<file path="src/rtl/sram_axi_bridge.sv">
// sram_axi_bridge
//   Turns one CPU-side instruction or data request at a time into a single-beat
//   AXI read or write. The result comes back as a one-cycle valid pulse.
//
// Ports
//   clk, rst          clock, synchronous active-high reset
//   inst_*            instruction fetch request / response
//   data_*            data read/write request / response
//   is_cache          1 = cacheable access (drives ar/awcache = 4'b1111)
//   ar*, r*           AXI read address / read data channels
//   aw*, w*, b*       AXI write address / write data / write response channels
module sram_axi_bridge #(
    parameter int unsigned      ID_W    = 4,
    parameter logic [ID_W-1:0]  INST_ID = '0,
    parameter logic [ID_W-1:0]  DATA_ID = ID_W'(1)
) (
    input  logic            clk,
    input  logic            rst,
    input  logic [31:0]     inst_addr,
    input  logic            inst_ren,
    output logic            inst_valid,
    output logic [31:0]     inst_rd,
    input  logic [31:0]     data_addr,
    input  logic            data_ren,
    input  logic [3:0]      data_wen,
    input  logic [31:0]     data_wd,
    output logic            data_valid,
    output logic [31:0]     data_rd,
    input  logic            is_cache,
    output logic [ID_W-1:0] arid,
    output logic [31:0]     araddr,
    output logic [7:0]      arlen,
    output logic [2:0]      arsize,
    output logic [1:0]      arburst,
    output logic [1:0]      arlock,
    output logic [3:0]      arcache,
    output logic [2:0]      arprot,
    output logic            arvalid,
    input  logic            arready,
    input  logic [ID_W-1:0] rid,
    input  logic [31:0]     rdata,
    input  logic [1:0]      rresp,
    input  logic            rlast,
    input  logic            rvalid,
    output logic            rready,
    output logic [ID_W-1:0] awid,
    output logic [31:0]     awaddr,
    output logic [7:0]      awlen,
    output logic [2:0]      awsize,
    output logic [1:0]      awburst,
    output logic [1:0]      awlock,
    output logic [3:0]      awcache,
    output logic [2:0]      awprot,
    output logic            awvalid,
    input  logic            awready,
    output logic [ID_W-1:0] wid,
    output logic [31:0]     wdata,
    output logic [3:0]      wstrb,
    output logic            wlast,
    output logic            wvalid,
    input  logic            wready,
    input  logic [ID_W-1:0] bid,
    input  logic [1:0]      bresp,
    input  logic            bvalid,
    output logic            bready
);

    typedef enum logic [2:0] {IDLE, RD_AR, RD_R, WR_AW_W, WR_B, RESP} state_t;

    state_t      state, state_nxt;
    logic [31:0] addr_r;
    logic [3:0]  wen_r;
    logic [31:0] wd_r;
    logic        cache_r;
    logic        is_data_r;
    logic        aw_done, w_done;
    logic        req_wr;

    // Response IDs/codes and rlast are not needed: one beat, errors ignored.
    logic unused_ok;
    assign unused_ok = ^{rid, rresp, rlast, bid, bresp};

    assign req_wr = |data_wen;

    always_ff @(posedge clk) begin
        if (rst) state <= IDLE;
        else     state <= state_nxt;
    end

    always_comb begin
        state_nxt = state;
        case (state)
            IDLE: begin
                if (req_wr)                    state_nxt = WR_AW_W;
                else if (data_ren || inst_ren) state_nxt = RD_AR;
            end
            RD_AR:   if (arready) state_nxt = RD_R;
            RD_R:    if (rvalid)  state_nxt = RESP;
            // A channel counts as finished if it already handshook or does so now.
            WR_AW_W: if ((aw_done || awready) && (w_done || wready)) state_nxt = WR_B;
            WR_B:    if (bvalid)  state_nxt = RESP;
            RESP:    state_nxt = IDLE;
            default: state_nxt = IDLE;
        endcase
    end

    // Request latch, per-channel write tracking and read-data capture.
    always_ff @(posedge clk) begin
        if (rst) begin
            addr_r    <= '0;
            wen_r     <= '0;
            wd_r      <= '0;
            cache_r   <= 1'b0;
            is_data_r <= 1'b0;
            aw_done   <= 1'b0;
            w_done    <= 1'b0;
            inst_rd   <= '0;
            data_rd   <= '0;
        end else begin
            case (state)
                IDLE: begin
                    aw_done <= 1'b0;
                    w_done  <= 1'b0;
                    if (req_wr) begin
                        addr_r    <= data_addr;
                        wen_r     <= data_wen;
                        wd_r      <= data_wd;
                        cache_r   <= is_cache;
                        is_data_r <= 1'b1;
                    end else if (data_ren) begin
                        addr_r    <= data_addr;
                        wen_r     <= '0;
                        cache_r   <= is_cache;
                        is_data_r <= 1'b1;
                    end else if (inst_ren) begin
                        addr_r    <= inst_addr;
                        wen_r     <= '0;
                        cache_r   <= is_cache;
                        is_data_r <= 1'b0;
                    end
                end
                WR_AW_W: begin
                    if (awvalid && awready) aw_done <= 1'b1;
                    if (wvalid && wready)   w_done  <= 1'b1;
                end
                RD_R: begin
                    if (rvalid) begin
                        if (is_data_r) data_rd <= rdata;
                        else           inst_rd <= rdata;
                    end
                end
                default: ;
            endcase
        end
    end

    // AXI and CPU outputs decode from state; everything idles at zero.
    always_comb begin
        arid = '0; araddr = '0; arlen = '0; arsize = '0; arburst = '0;
        arlock = '0; arcache = '0; arprot = '0; arvalid = 1'b0;
        rready = 1'b0;
        awid = '0; awaddr = '0; awlen = '0; awsize = '0; awburst = '0;
        awlock = '0; awcache = '0; awprot = '0; awvalid = 1'b0;
        wid = '0; wdata = '0; wstrb = '0; wlast = 1'b0; wvalid = 1'b0;
        bready = 1'b0;
        inst_valid = 1'b0;
        data_valid = 1'b0;
        case (state)
            RD_AR: begin
                arvalid = 1'b1;
                arid    = is_data_r ? DATA_ID : INST_ID;
                araddr  = addr_r;
                arsize  = 3'd2;
                arburst = 2'b01;
                arcache = cache_r ? 4'b1111 : 4'b0000;
            end
            RD_R: rready = 1'b1;
            WR_AW_W: begin
                awvalid = !aw_done;
                awid    = DATA_ID;
                awaddr  = {addr_r[31:2], 2'b00};
                awsize  = 3'd2;
                awburst = 2'b01;
                awcache = cache_r ? 4'b1111 : 4'b0000;
                wvalid  = !w_done;
                wid     = DATA_ID;
                wdata   = wd_r;
                wstrb   = wen_r;
                wlast   = 1'b1;
            end
            WR_B: bready = 1'b1;
            RESP: begin
                inst_valid = !is_data_r;
                data_valid = is_data_r;
            end
            default: ;
        endcase
    end

endmodule

</file>
<file path="config.mk">
export PLATFORM = sky130hd
export DESIGN_NAME = sram_axi_bridge
export DESIGN_NICKNAME = d
export VERILOG_FILES = /design/src/rtl/sram_axi_bridge.sv
export SDC_FILE = /design/constraint.sdc
export NUM_CORES = 1
export LEC_CHECK = 0
export ABC_AREA = 1
export BUFFER_PORTS_ARGS = -buffer_cell sky130_fd_sc_hd__buf_2
export CORE_AREA = 3 3 150 152
export CTS_CLUSTER_SIZE = 12
export DETAILED_ROUTE_END_ITERATION = 8
export DIE_AREA = 0 0 153 155
export GPL_ROUTABILITY_DRIVEN = 1
export GPL_TIMING_DRIVEN = 0
export PLACE_DENSITY = 0.59
export SETUP_SLACK_MARGIN = 0.3
export SLEW_MARGIN = 20
export SYNTH_ARGS = -nofsm -noshare
export SYNTH_HDL_FRONTEND = slang
export SYNTH_SLANG_ARGS = --single-unit
</file>
<file path="constraint.sdc">
create_clock -name clk -period 2.6 [get_ports clk]
set_clock_uncertainty 0.05 [all_clocks]
set_input_delay 0.78 -clock clk [delete_from_list [all_inputs] [get_ports clk]]
set_output_delay 0.78 -clock clk [all_outputs]
set_load 0.05 [all_outputs]
</file>
==> impl_metrics.csv <==
group,metric,value,unit
clock_tree,clkLatencyLatePin,0.41,ns
timing,fmax,380,MHz
clock_tree,cts.sinks,139,
pwr,finalPower,12.7,mW
logic_synthesis,yosysTopAreaCellShare,42.8,%
min_path,min_path_type,"reg2reg",
floorplanning,rows,53,
cells_and_area,utilization,55.2,%
routing,drtIter0Drc,314,
grt,grtUsageTotal,19.7,%
cells_and_area,num-nets-final,1560,
logic_synthesis,yosys.area.top_type,"dfxtp_1",
clock_tree,clock_path_buffers,2,
place,gp_congestion,0.894,
timing,hold_ws,0.390,ns
place,port_buffers,326,
cells_and_area,fin_cells,1696,
timing,period_share,101,%
timing,relSlewSlack,58.3,%
grt,grt_pass1_wl,37300,um
floorplanning,die_w,153,um
clock_tree,hold_buffers,0,
place,placed_cell_area,9620,sq um
timing,fin_setup_tns,-0.0939,ns
clock_tree,root_buffer,"clkbuf_16",
logic_synthesis,ys_types,23,
cells_and_area,post-route-cell-area,11700,sq um
logic_synthesis,synth_area,6510,sq um
critical_path,critPathRequiredTime,1.77,ns
routing,drc,0,
floorplanning,num_io_pins,383,
clock_tree,cts_htree_levels,4,
logic_synthesis,yosys_warnings,0,
clock_tree,cts_buffers,17,
floorplanning,start_util,30.8,%
job,drv_cap,0,
routing,wirelength,25200,um
logic_synthesis,synth_area_per_cell,6.55,sq um
routing,ant_nets,0,
status,violations,"setup timing",
logic_synthesis,netlist_top_cells_area,"dfxtp_1, nor2_1, nand2_1",
cells_and_area,num-fill-cells,2038,
timing,rsz0062_at_grt,"yes",
grt,grt_max_degree,17,
cells_and_area,area_growth,79.5,%
logic_synthesis,synth_cells,994,
critical_path,crit_type,"reg2out",
place,post-place-ws,-0.0888,ns
pwr,vdd_drop_max,0.538,mV
clock_tree,cts_tree,"built",
logic_synthesis,ys_seq_area_share,42.8,%
status,status,"finished, violations left",
routing,vias,7272,
pwr,p_leak,5.44,nW
timing,period_minus_slack,2.63,ns
routing,routedWlPerCell,14.9,um
pwr,power_density,1080,nW/um^2
grt,grt_pass1_vias,6986,
place,dp_hpwl,18900,um
critical_path,arrival,1.80,ns
critical_path,endpoint_kind,"primary output",
routing,vias_per_cell,4.29,
timing,worst_pin_slew,0.626,ns
routing,dr.pass1.iters,4,
grt,antenna_found_initial,4,
place,dp.cells,1637,
timing,final_max_slew_viol_count,0,
floorplanning,die-area,23700,sq um
timing,worst_slack,-0.0293,ns
clock_tree,clk_pin_slew_worst_paths,0.06,ns
timing,final_hold_viol_count,0,
logic_synthesis,synth-seq-cells,139,
critical_path,start_kind,"flop",
floorplanning,core_area,21200,sq um
cells_and_area,drive_gt1_share,41.5,%
timing,setup_viol,6,
grt,grt_overflow_total,0,
critical_path,crit_fanout,7,
floorplanning,die_y,155,um
==> repair_timing <==
| item | in CTS | in global routing |
|---|---|---|
| gates resized for setup | 287 | 78 |
| setup endpoints to repair | 120 | 121 |
| buffers inserted | 11 | 7 |
| pin swaps | 3 | 10 |
| cloned | 2 | 4 |
==> routing by layer <==
metal  up-vias  share of wire [%]  GRT usage (%)
met2       236                 51           34.7
met4         2                1.9           6.49
li1       3750                  -              -
met5         -              0.052              0
met1      3256                 42           23.7
met3        28                5.5           4.56
==> cells by family after synthesis <==
| kind of cell | count (synthesis) | synth area share [%] |
|---|---|---|
| DFF | 139 | 42.8 |
| AOI/OAI and AO/OA | 173 | 13.3 |
| and+or+nand+nor | 446 | 26.7 |
| buffers and inverters | 235 | 17.2 |
| other | 1 | 0.0576 |
==> cell usage after synthesis <==
master,n
inv_1,117
buf_4,58
conb_1,1
a21oi_1,71
clkbuf_1,37
nand3_1,6
buf_2,16
nor3_2,1
o21ai_1,42
buf_1,1
nor3_4,1
nand3_2,2
clkinv_1,2
inv_2,4
nand2_1,180
o21ai_0,60
nand3b_1,1
dfxtp_1,139
nand4_1,1
nor2_2,3
nor2_4,1
nor2_1,249
or2_2,1
==> worst max-delay path: stages (launching register included) <==
cell and delay [ns]:
dfxtp_2 0.32, buf_6 0.12, nand2_4 0.05, nor2_4 0.18
inv_6 0.10, buf_12 0.15, nor2_4 0.19, buf_6 0.13
buf_8 0.13
==> cell usage in the layout (no fill, tap or decap), types with 54 or more instances in the layout <==
| cell type | instances |
|---|---|
| buf_6 | 54 |
| o21ai_0 | 60 |
| nand2_1 | 179 |
| inv_1 | 116 |
| nor2_1 | 144 |
| buf_8 | 85 |
| buf_4 | 60 |
| dfxtp_1 | 137 |
| buf_2 | 218 |
| a21oi_1 | 71 |
| nor2_4 | 106 |
==> report_power, final <==
| group | switching (mW) | internal [mW] | leakage (nW) |
|---|---|---|---|
| logic | 4.75 | 2.42 | 4.02 |
| registers | 0.236 | 2.83 | 1.14 |
| clock network | 1.01 | 1.42 | 0.287 |
| total | 6.00 | 6.67 | 5.44 |
==> layout make-up <==
| cell class | count | area, sq um | share of cell area [%] |
|---|---|---|---|
| multi-input cells | 662 | 3570 | 30.6 |
| repair buffers | 349 | 2990 | 25.6 |
| flip-flops and latches | 139 | 2790 | 23.9 |
| plain buffers | 112 | 902 | 7.72 |
| inverters | 123 | 477 | 4.08 |
| clock buffers | 20 | 467 | 3.99 |
| well taps | 275 | 344 | 2.94 |
| clock inverters | 12 | 126 | 1.08 |
| repair inverters | 1 | 11.3 | 0.0964 |
| diodes | 3 | 7.51 | 0.0643 |
==> path summary, 6_finish.rpt <==
| path | to | cells past startpoint | slack [ns] | startpoint |
|---|---|---|---|---|
| hold / removal | data_rd[6] | 2 | 0.39 | data_rd[6] |
| setup / recovery | awcache[3] | 8 | -0.03 | state[0] |
| hold reg to reg | data_rd[6] | 2 | 0.39 | data_rd[6] |
| setup reg to reg | wd_r[12] | 7 | 0.52 | state[2] |
==> state kept, by name, indices dropped and copies added (netlist names) <==
signal and count:
w_done 1, cache_r 1, aw_done 1, wd_r 32
state 3, inst_rd 32, wen_r 4, is_data_r 1
data_rd 32, addr_r 32
Note: power is estimated with default switching activity, not from simulation.
